**config.mk**
```make
export PLATFORM = sky130hd
export DESIGN_NAME = pwm_decoder
export DESIGN_NICKNAME = d
export VERILOG_FILES = /design/src/rtl/pwm_pkg.sv /design/src/rtl/pwm_decoder_sync_edge_detect.sv /design/src/rtl/pwm_decoder.sv
export SDC_FILE = /design/constraint.sdc
export NUM_CORES = 1
export LEC_CHECK = 0
export ABC_AREA = 1
export CAP_MARGIN = 20
export CORE_MARGIN = 5
export CORE_UTILIZATION = 28
export DETAILED_ROUTE_END_ITERATION = 8
export HOLD_SLACK_MARGIN = 0.06
export PLACE_DENSITY = 0.56
export SLEW_MARGIN = 20
export SYNTH_ARGS = -nofsm -noshare
export SYNTH_HDL_FRONTEND = slang
export SYNTH_HIERARCHICAL = 1
export SYNTH_SLANG_ARGS = --single-unit
```
**constraint.sdc**
```tcl
create_clock -name clk -period 2 [get_ports clk]
set_input_delay 0.4 -clock clk [delete_from_list [all_inputs] [get_ports clk]]
set_output_delay 0.4 -clock clk [all_outputs]
set_load 0.01 [all_outputs]
```
**src/rtl/pwm_pkg.sv**
```systemverilog
// Shared widths and state encoding for the PWM link (driver and decoder).
// Constants only; no latency or flow control.
package pwm_pkg;

    localparam int PWM_DUTY_W  = 8;
    localparam int PWM_PERIOD  = 256;
    localparam int PWM_TIMEOUT = 512;

    typedef enum logic [1:0] {
        IDLE    = 2'd0,
        MEASURE = 2'd1,
        STUCK   = 2'd2
    } pwm_dec_state_t;

    // Counter width able to hold TIMEOUT itself.
    function automatic int pwm_cnt_w(input int timeout);
        return $clog2(timeout) + 1;
    endfunction

endpackage

```
**src/rtl/pwm_decoder_sync_edge_detect.sv**
```systemverilog
// Synchronizes an asynchronous level and flags its rising edge.
// Latency: level after STAGES edges, rise for one cycle; no backpressure.
module sync_edge_detect #(
    parameter int STAGES = 2
) (
    input  logic i_clk,
    input  logic i_rst_n,
    input  logic i_async,
    output logic o_level,
    output logic o_rise
);

    logic [STAGES-1:0] r_sync;
    logic              r_prev;

    always_ff @(posedge i_clk or negedge i_rst_n) begin
        if (!i_rst_n) begin
            r_sync <= '0;
            r_prev <= 1'b0;
        end else begin
            r_sync <= {r_sync[STAGES-2:0], i_async};
            r_prev <= r_sync[STAGES-1];
        end
    end

    assign o_level = r_sync[STAGES-1];
    assign o_rise  = r_sync[STAGES-1] & ~r_prev;

endmodule

```
**src/rtl/pwm_decoder.sv**
```systemverilog
// Recovers duty/period of a PWM input per rise-to-rise cycle and flags stuck input.
// Outputs registered SYNC_STAGES edges after pwm_in is sampled high; no backpressure.
module pwm_decoder
    import pwm_pkg::*;
#(
    parameter int DUTY_W      = PWM_DUTY_W,
    parameter int PERIOD      = PWM_PERIOD,
    parameter int SYNC_STAGES = 2,
    parameter int TIMEOUT     = PWM_TIMEOUT
) (
    input  logic                      clk,
    input  logic                      reset,
    input  logic                      pwm_in,
    output logic [DUTY_W-1:0]         duty_value,
    output logic [$clog2(TIMEOUT):0]  period_value,
    output logic                      duty_valid,
    output logic                      period_err,
    output logic                      stuck,
    output logic                      stuck_level
);

    localparam int CNT_W = pwm_cnt_w(TIMEOUT);
    localparam logic [CNT_W-1:0] TIMEOUT_C  = CNT_W'(TIMEOUT);
    localparam logic [CNT_W-1:0] PERIOD_C   = CNT_W'(PERIOD);
    localparam logic [CNT_W-1:0] DUTY_MAX_C = CNT_W'((1 << DUTY_W) - 1);
    localparam logic [CNT_W-1:0] ONE_C      = CNT_W'(1);

    logic             w_level;
    logic             w_rise;
    logic             w_timeout;
    logic             w_meas;
    logic             w_stuck_entry;
    logic             w_in_stuck;
    logic [CNT_W-1:0] r_period_cnt;
    logic [CNT_W-1:0] r_high_cnt;
    pwm_dec_state_t   r_state;
    pwm_dec_state_t   w_state_nxt;

    sync_edge_detect #(
        .STAGES (SYNC_STAGES)
    ) u_sync (
        .i_clk   (clk),
        .i_rst_n (reset),
        .i_async (pwm_in),
        .o_level (w_level),
        .o_rise  (w_rise)
    );

    // The rise cycle itself counts as the first cycle of the new period.
    always_ff @(posedge clk or negedge reset) begin
        if (!reset) begin
            r_period_cnt <= '0;
            r_high_cnt   <= '0;
        end else if (w_rise) begin
            r_period_cnt <= ONE_C;
            r_high_cnt   <= ONE_C;
        end else begin
            if (r_period_cnt != TIMEOUT_C)
                r_period_cnt <= r_period_cnt + ONE_C;
            if (w_level && r_high_cnt != TIMEOUT_C)
                r_high_cnt <= r_high_cnt + ONE_C;
        end
    end

    assign w_timeout = (r_period_cnt == TIMEOUT_C);

    always_ff @(posedge clk or negedge reset) begin
        if (!reset) r_state <= IDLE;
        else        r_state <= w_state_nxt;
    end

    always_comb begin
        w_state_nxt = r_state;
        case (r_state)
            IDLE:    if (w_rise) w_state_nxt = MEASURE;
                     else if (w_timeout) w_state_nxt = STUCK;
            MEASURE: if (!w_rise && w_timeout) w_state_nxt = STUCK;
            STUCK:   if (w_rise) w_state_nxt = MEASURE;
            default: w_state_nxt = IDLE;
        endcase
    end

    // A rise coinciding with the timeout is a normal (erroneous-period) measurement.
    always_comb begin
        w_meas        = (r_state == MEASURE) && w_rise;
        w_stuck_entry = (r_state != STUCK) && !w_rise && w_timeout;
        w_in_stuck    = (r_state == STUCK);
    end

    always_ff @(posedge clk or negedge reset) begin
        if (!reset) begin
            duty_value   <= '0;
            period_value <= '0;
            duty_valid   <= 1'b0;
            period_err   <= 1'b0;
            stuck        <= 1'b0;
            stuck_level  <= 1'b0;
        end else begin
            duty_valid <= w_meas | w_stuck_entry;
            if (w_meas) begin
                duty_value   <= (r_high_cnt > DUTY_MAX_C) ? '1 : r_high_cnt[DUTY_W-1:0];
                period_value <= r_period_cnt;
                period_err   <= (r_period_cnt != PERIOD_C);
            end
            if (w_stuck_entry) begin
                stuck        <= 1'b1;
                stuck_level  <= w_level;
                duty_value   <= w_level ? '1 : '0;
                period_value <= '0;
                period_err   <= 1'b1;
            end
            if (w_in_stuck) begin
                stuck_level <= w_level;
                if (w_rise) stuck <= 1'b0;
            end
        end
    end

endmodule

```
# [Word-level counts from Yosys, hierarchy flattened]
# Index checks and enable logic that the tools add are counted.
[totals] elab_cells=61 inputBits=3 out_inout_bits=22 reg_bits=47
[classes] n_lt_le_gt_ge=1 n_eq_ne=10 n_reduce_logical=12 bitwise_logic=3 n_mux=22 n_addsub=2
[op_table] cell="two-way mux 10 bit" count=6
[op_table] cell="two-way mux 8 bit" count=4
[op_table] cell="adder 10 x 1 -> 10 bit, second input constant" count=2
[op_table] cell="inequality test 10 bit, second input constant" count=2
[op_table] cell="equality test 10 bit, second input constant" count=1
[op_table] cell="> comparator 10 x 8 -> 1 bit, second input constant" count=1
[op_table] cell="inequality test 10 x 9 -> 1 bit, second input constant" count=1
[op_table] cell="two-way mux 2 bit" count=4
[op_table] cell="nonzero test 2 bit" count=4
[op_table] cell="two-way mux 1 bit" count=7
[op_table] cell="inequality test 2 bit, second input constant" count=3
[op_table] cell="case mux 2 bit (3 select lines)" count=1
[op_table] cell="logical AND 1 bit" count=5
[op_table] cell="inequality test 3 bit, second input constant" count=1
[op_table] cell="AND reduction 3 bit" count=1
[op_table] cell="equality test 2 x 1 -> 1 bit, second input constant" count=1
[op_table] cell="equality test 2 bit, second input constant" count=1
[op_table] cell="zero test 2 bit" count=1
[op_table] cell="bitwise AND 1 bit" count=1
[op_table] cell="zero test 1 bit" count=1
[op_table] cell="NOT 1 bit" count=1
[op_table] cell="OR 1 bit" count=1

# [Logic depth before layout (Yosys ltp)]
# Gate-level depths: netlist (run 1).
[depth] word_depth=8 mapped_depth=10 depth_no_buf=9

# [Hierarchy]
# The synthesis (run 1) kept the hierarchy.
[by_module_without_submodules] module="pwm_decoder" area_each_um2=2346.0 seq_area_each_um2=1101.1 n_inst=1 cells_each=306
[by_module_without_submodules] module="sync_edge_detect" area_each_um2=85.1 seq_area_each_um2=75.1 n_inst=1 cells_each=5

# [Worst setup path after synthesis (run 1)]
# Ideal clock, no wire load.
[synth_path] path_kind="register to register" from="reg r_high_cnt[0]" to="reg r_high_cnt[2]" setup_ps=118 arrival_time_ps=1282 required_time_ps=1882 slack_ps=600 path_stages_with_launch=9 period_less_slack_ps=1400 path_buffers=0 cell_sequence="dfrtp_1 -> inv_1 -> ha_1 -> nand3_1 -> nor2_1 -> nor2_2 -> nor2_4 -> nand2_1 -> nand2_1"
[synth_between] elab_chain_cells=3 elab_cells_between_ends=6 classes_between="add/sub: 1; eq/ne: 1; mux: 2; reduce/logical: 2"
[synth_lines] item="start: declaration" line="pwm_decoder.sv:35" rtl="logic [CNT_W-1:0] r_high_cnt;"
[synth_lines] item="start signal: assignment" line="pwm_decoder.sv:61" rtl="r_high_cnt <= r_high_cnt + ONE_C;"
[synth_lines] item="adder 10 x 1 -> 10 bit / inequality test 10 bit (equally long branches)" line="pwm_decoder.sv:61, pwm_decoder.sv:60"
[synth_lines] item="two-way mux 10 bit / logical AND 1 bit (equally long branches)" line="pwm_decoder.sv:60" rtl="if (w_level && r_high_cnt != TIMEOUT_C)"
[synth_lines] item="two-way mux 10 bit / nonzero test 2 bit (equally long branches)"
# Parallel ways exist; a longest one is shown, timed or not. The select of a mux whose other input is x is not followed.
# A chain may end at the register's enable or synchronous reset.

# [Final worst setup path (run 1)]
[layout_path] from="reg duty_value[4]" to="out duty_value[4]"
[layout_rtl] item="start: declaration" line="pwm_decoder.sv:14" rtl="output logic [DUTY_W-1:0] duty_value,"
[layout_rtl] item="start signal: assignment" line="pwm_decoder.sv:101" rtl="duty_value <= (r_high_cnt > DUTY_MAX_C) ? '1 : r_high_cnt[DUTY_W-1:0];"
[layout_rtl] item="start signal: assignment" line="pwm_decoder.sv:108" rtl="duty_value <= w_level ? '1 : '0;"
# No word-level cell between the ends.

==> summary.txt, run 1 <==
Timing
  • Unrepaired setup endpoints after global routing: no
  • Final critical-path share of the clock period: 0.811
  • Finish-stage setup viols: 0
  • TNS Setup: 0 ns
  • Worst Skew: around 0.0074 ns
  • Tmin final: between 1.5 and 2 ns
  • Final hold vios: 0
  • Slew Limit Headroom: 0.643
  • Fmax: a little over 600 MHz
  • Worst Max-Slew Pin Slew: 0.533 ns
  • Slew Limit Fails: 0

Yosys
  • Count leader, synth: nand2_1
  • Syn_nets: 318
  • Main area contributors after synthesis: dfrtp_1 48%, nand2_1 18%, inv_1 5.7%, nor2_1 4.0%, nand3_1 3.9%
  • Share of the synthesized area in the top cell type: 0.484
  • Mapped Area: 2430 um^2
  • Post-synthesis register bit count: 47
  • Ys flop type: dfrtp_1
  • Asr flop ratio synth: 1.00
  • Most frequent cells after synthesis: 116 x nand2_1, 47 x dfrtp_1, 37 x inv_1, 26 x nor2_1, 19 x nand3_1
  • Post-Synthesis Cells: 311
  • Post-synth cell types: 30
  • Post-synth EDFFs: 0
  • Synth warn: 6
  • Syn Area/Cell: 7.82 um^2
  • Sequential element share of the synthesized area: 0.484
  • Leading area contributor after synthesis: dfrtp_1

Detailed routing
  • Antenna Nets Post-Route: 0
  • Final wirelength: roughly 5.4 mm
  • Vias/cell: 4.47
  • Vias: 2019
  • # DRC: 0
  • Initial DRC Count: 81
  • Routed len/inst: about 12 um
  • Iteration count of the initial detailed-routing pass: 5

CTS
  • CTS clock-pin slew for the worst setup and hold paths: 0.10 ns
  • CTS tree: yes
  • Post-cts repair resize count: 0
  • Clock Path Buffers: 2
  • Clk root buf: clkbuf_8
  • Cts hold-fix bufs: 1
  • H-tree levels: 2
  • Total setup buffers inserted after CTS: 0
  • Skew-Pair Late Insertion Delay: roughly 0.3 ns
  • Sink Count: between 40 and 50
  • CTS Buf Count: 5

Power and ir drop
  • P_leak: 0.00155 uW
  • PD cells: slightly above 800 nW/um^2
  • Power Total: approximately 2400 uW
  • Peak supply drop: 0.455 mV

Global route
  • Grt ovf: 0
  • Initial antenna violation count: 0
  • Global-route wire length before repair: between 9 and 10 mm
  • Largest net degree at the start of global routing: 24
  • Vias in the first global route: 1987
  • Total GRT Usage: 0.110

Layout
  • Layout filler cell count: 906
  • Area of the multi-input gates: 1060 um^2
  • Fin cells: around 450
  • Register area: approximately 1200 um^2
  • Area growth, synth to finish: 20.9%
  • Share of cells above drive strength 1: 0.0930
  • NumNets Final: 350
  • Antenna diode count: 0

Floorplanning
  • Die area: roughly 11000 um^2
  • Die Span X: 103 um
  • Starting Density: 0.283
  • FP Rows: 34
  • Die Y-Extent: 103 um
  • Core area: 8590 um^2
  • Io pins: 25

Worst setup path
  • Critical-path cell list: clkdlybuf4s50_1
  • CP delay by family, top: buffers and inverters
  • Reg2Reg Setup Slack: 0.39 ns
  • CP max stage delay: 0.55 ns
  • Worst r2r src: r_high_cnt[0]$_DFFE_PN0P_
  • Crit Reg-Reg Endpoint: r_high_cnt[9]$_DFFE_PN0P_
  • Worst Path Required: 1.60 ns
  • Worst setup path class: reg2out
  • CP Launch Type: flip-flop
  • CP max-delay cell: clkdlybuf4s50_1
  • Buffers & Inverters on Critical Path: 1
  • Crit path launch: duty_value[4]$_DFFE_PN0P_
  • Critical Path AT: around 1.2 ns
  • Crit path max fanout: 2
  • Setup crit end kind: output port
  • FF-to-FF path depth: 8

Place
  • Port Buffers: 24
  • HPWL Detailed: 3.97 mm
  • Final GP Congestion: 0.843
  • Placed cells: 443

Min path
  • Worst min-delay path endpoint: u_sync/r_sync[1]$_DFF_PN0_
  • Cell depth of the worst min-delay path: 0
  • Hold Path Class: reg2reg
  • Beginning of the worst hold path: u_sync/r_sync[0]$_DFF_PN0_

Status
  • Status: complete, no violations

Run
  • Maxcap violations: 0
[where the power goes]
part,internal [uW],switching [uW],total (uW)
logic,244,282,526
registers,1060,97.2,1150
clock network,405,332,737
total,1700,711,2420
[logic make-up (layout without fill, tap and decap cells)]
kind of cell,Yosys count,in the layout,share of synthesized area
and+or+nand+nor,190,190,0.355
DFF,47,47,0.484
buffers and inverters,45,78,0.0813
AOI/OAI and AO/OA,21,21,0.0453
adders and majority gates,4,4,0.0206
xor gates and xnor gates,4,4,0.0144
[sequential cells by signal, summed over array words and instances, names as in the netlist]
name,cells
r_state,2
stuck,1
u_sync/r_prev,1
r_high_cnt,10
period_value,10
r_period_cnt,10
duty_valid,1
stuck_level,1
u_sync/r_sync,2
period_err,1
duty_value,8
[worst register-to-register path, cell delays in order, from the launching register on]
cell and delay (ns):
dfrtp_1 0.45, inv_1 0.12, ha_1 0.21, nand3_1 0.09, nor2_1 0.05, nor2_2 0.35
nor2_4 0.10, nand2_1 0.09, nand2_1 0.05
[layout make-up]
cell class | count | share of cell area
clock buffer | 6 | 0.0281
clock inverter | 2 | 0.0119
inverter | 38 | 0.0485
multi-input combinational | 219 | 0.360
sequential | 47 | 0.400
tap | 108 | 0.0460
timing repair buffer | 32 | 0.106
[cells in the final DEF, fill, tap and decap left out]
master / instances
or2_2: 1
nand2_4: 1
buf_2: 1
nor2_1: 26
nor2_2: 3
xor2_1: 4
o21ai_0: 15
clkdlybuf4s50_1: 23
ha_1: 4
clkinv_2: 1
dlygate4sd3_1: 1
nand3_2: 1
nor4_1: 1
nand2_2: 3
buf_12: 1
nand2_1: 116
nor3b_1: 1
buf_4: 6
clkbuf_8: 6
a22oi_1: 1
nand4_2: 1
o21bai_1: 1
nand4_1: 9
inv_2: 1
a21oi_1: 4
nand3_1: 19
nor2_8: 1
nand3_4: 1
inv_1: 37
nor2_4: 3
bufinv_16: 1
nor3_1: 3
dfrtp_1: 47
[how the worst max path moves through the flow]
stage,to,slack (ns),depth (start not counted)
2_1_floorplan,r_high_cnt[2]$_DFFE_PN0P_,0.60,8
3_3_place_gp,period_value[8]$_DFFE_PN0P_,0.43,9
3_5_place_dp,duty_value[6]$_DFFE_PN0P_,0.41,9
4_1_cts,stuck_level,0.36,1
5_1_grt,r_high_cnt[5]$_DFFE_PN0P_,0.19,7
6_report,duty_value[4],0.38,1
[metrics by stage]
| step | setup WS (ns) | instance area, um^2 | utilization | hold slack [ns] |
|---|---|---|---|---|
| floorplan | 0.600 | 2430 | - | 0.104 |
| global placement | 0.433 | 2810 | 0.327 | 0.313 |
| detailed placement | 0.408 | 2810 | 0.327 | 0.313 |
| CTS | 0.362 | 2940 | 0.342 | 0.368 |
| global route | 0.186 | 2940 | 0.342 | 0.372 |
| finish | 0.378 | 2940 | 0.342 | 0.361 |
[layer usage]
| layer | up-vias | wire, um | GRT usage |
|---|---|---|---|
| li1 | 1033 | - | - |
| met1 | 933 | 2580 | 0.152 |
| met2 | 45 | 2550 | 0.177 |
| met3 | 8 | 268 | 0.0255 |
| met4 | 0 | 26 | 0.0209 |
| met5 | - | 0 | 0 |
Note: power is estimated with default switching activity, not from simulation.
==> run 2: changes to the inputs <==
- PLACE_DENSITY: 0.56 -> 0.58
- clock period: 2 -> 1.35 ns (I/O delays scaled with it)
==> summary.txt, run 2 (synthesis results as in run 1) <==
Status
  • Status: finished with violations
  • Failing checks: negative setup slack

Global route
  • Grt ovf: 0
  • Largest net degree at the start of global routing: between 40 and 50
  • Initial antenna violation count: 0
  • Vias in the first global route: ~2200
  • Total GRT Usage: 0.120
  • Global-route wire length before repair: 10.2 mm

Layout
  • Layout filler cell count: approximately 880
  • Register area: between 1000 and 1500 um^2
  • Antenna diode count: 0
  • Fin cells: ~490
  • Fin area: 3380 um^2
  • Share of cells above drive strength 1: 0.253
  • Most frequent cells in the layout: 114 x nand2_1, 47 x dfrtp_1, 40 x buf_4
  • Area of the multi-input gates: around 1200 um^2
  • Area growth, synth to finish: 38.9%
  • Largest regs: period_value x10, r_high_cnt x10, r_period_cnt x10
  • Commonest non-fill, non-tap cell in the layout: nand2_1
  • NumNets Final: just under 400

Detailed routing
  • Initial DRC Count: 94
  • Vias: 2185
  • Final wirelength: ~6.1 mm
  • Antenna Nets Post-Route: 0
  • # DRC: 0
  • Routed len/inst: 12.3 um
  • Iteration count of the initial detailed-routing pass: 4
  • Vias/cell: 4.44

Worst setup path
  • Worst Path Required: 1.58 ns
  • Buffers & Inverters on Critical Path: 2
  • FF-to-FF path depth: 9
  • Crit path max fanout: 9
  • Critical-path cell list: inv_2, ha_4, nand2_4, nor2_8, nand3_4, nand2_4, buf_12, nand2_1, nand2_1
  • CP delay by family, top: simple AND/OR/NAND/NOR gates
  • Total stage count of the critical path: 9
  • Setup crit end kind: flip-flop
  • CP max-delay cell: dfrtp_1
  • CP max stage delay: 0.40 ns
  • Critical Path AT: 1.63 ns
  • CP Launch Type: flip-flop
  • Worst setup path class: reg2reg

Timing
  • Slew Limit Fails: 0
  • Setup ws final: -0.0494 ns
  • Fmax: 715 MHz
  • Unrepaired setup endpoints after global routing: yes
  • Tmin final: ~1.4 ns
  • Final hold vios: 0
  • Slew Limit Headroom: 0.809
  • Finish-stage setup viols: 29
  • Worst Skew: 0.00934 ns
  • Worst Max-Slew Pin Slew: 0.286 ns
  • TNS Setup: -0.772 ns
  • Final critical-path share of the clock period: 1.04

Min path
  • Cell depth of the worst min-delay path: 0
  • Hold Path Class: reg2reg

Power and ir drop
  • P_leak: 0.00183 uW
  • PD cells: 1070 nW/um^2
  • Peak supply drop: approximately 0.76 mV

Floorplanning
  • Die area: 10600 um^2
  • Die Y-Extent: a little over 100 um
  • Starting Density: 0.283
  • Core area: 8590 um^2
  • FP Rows: 34
  • Die Span X: slightly above 100 um
  • Io pins: 25

CTS
  • H-tree levels: 2
  • Clock Path Buffers: 2
  • Skew-Pair Late Insertion Delay: 0.30 ns
  • CTS clock-pin slew for the worst setup and hold paths: 0.09 ns
  • Sink Count: 47
  • CTS tree: yes
  • CTS Buf Count: 5
  • Clk root buf: clkbuf_8

Run
  • Maxcap violations: 0

Place
  • HPWL Detailed: 4.12 mm
  • Placed cells: 474
  • Port Buffers: 24
  • Placed instance area: around 3100 um^2
  • Post-Place Worst Slack: -0.0651 ns
  • Final GP Congestion: 0.833
## run 2: power breakdown
group | internal, uW | leakage (uW) | total (uW) | switching [uW]
clock network | 347 | 0.0000371 | 813 | 466
logic | 519 | 0.00117 | 1120 | 601
registers | 1560 | 0.000620 | 1670 | 111
## run 2: final timing paths
path | from | endpoint | slack [ns]
min in group asynchronous | reset | r_high_cnt[4]$_DFFE_PN0P_ | 0.47
worst min register to register | u_sync/r_sync[0]$_DFF_PN0_ | u_sync/r_sync[1]$_DFF_PN0_ | 0.35
worst min-delay path | u_sync/r_sync[0]$_DFF_PN0_ | u_sync/r_sync[1]$_DFF_PN0_ | 0.35
max in group asynchronous | reset | period_value[7]$_DFFE_PN0P_ | 0.62
worst max register to register | r_period_cnt[0]$_DFFE_PN0P_ | duty_value[7]$_DFFE_PN0P_ | -0.05
worst max-delay path | r_period_cnt[0]$_DFFE_PN0P_ | duty_value[7]$_DFFE_PN0P_ | -0.05
## run 2: routing by layer
layer  wire [um]  global-route usage
met1        2830               0.158
met2        2920               0.197
met3         247              0.0322
met4          59              0.0269
met5           0                   0
## run 2: cell type report
type / instances / area share
Tap cell: 108 / 0.0400
Timing Repair Buffer: 71 / 0.181
Multi-Input combinational cell: 222 / 0.365
Sequential cell: 47 / 0.348
Inverter: 38 / 0.0437
Clock buffer: 6 / 0.0215
## run 2: timing repair
| item | CTS | global route |
|---|---|---|
| endpoints found under the setup margin | 51 | 39 |
| resized for setup | 36 | 32 |
| hold buffers | 1 | 0 |
| gates cloned | 2 | 1 |
| hold endpoints to repair | 47 | 0 |
| pin swaps | 2 | 22 |
| setup buffers | 3 | 5 |
## run 2: stage by stage
step           utilization  total power, uW  hold slack (ns)
2_1_floorplan            -             2210          -0.0256
3_3_place_gp         0.358             2690            0.276
3_5_place_dp         0.358             2710            0.276
4_1_cts              0.374             3530            0.356
5_1_grt              0.393             3860            0.357
6_report             0.393             3610            0.351
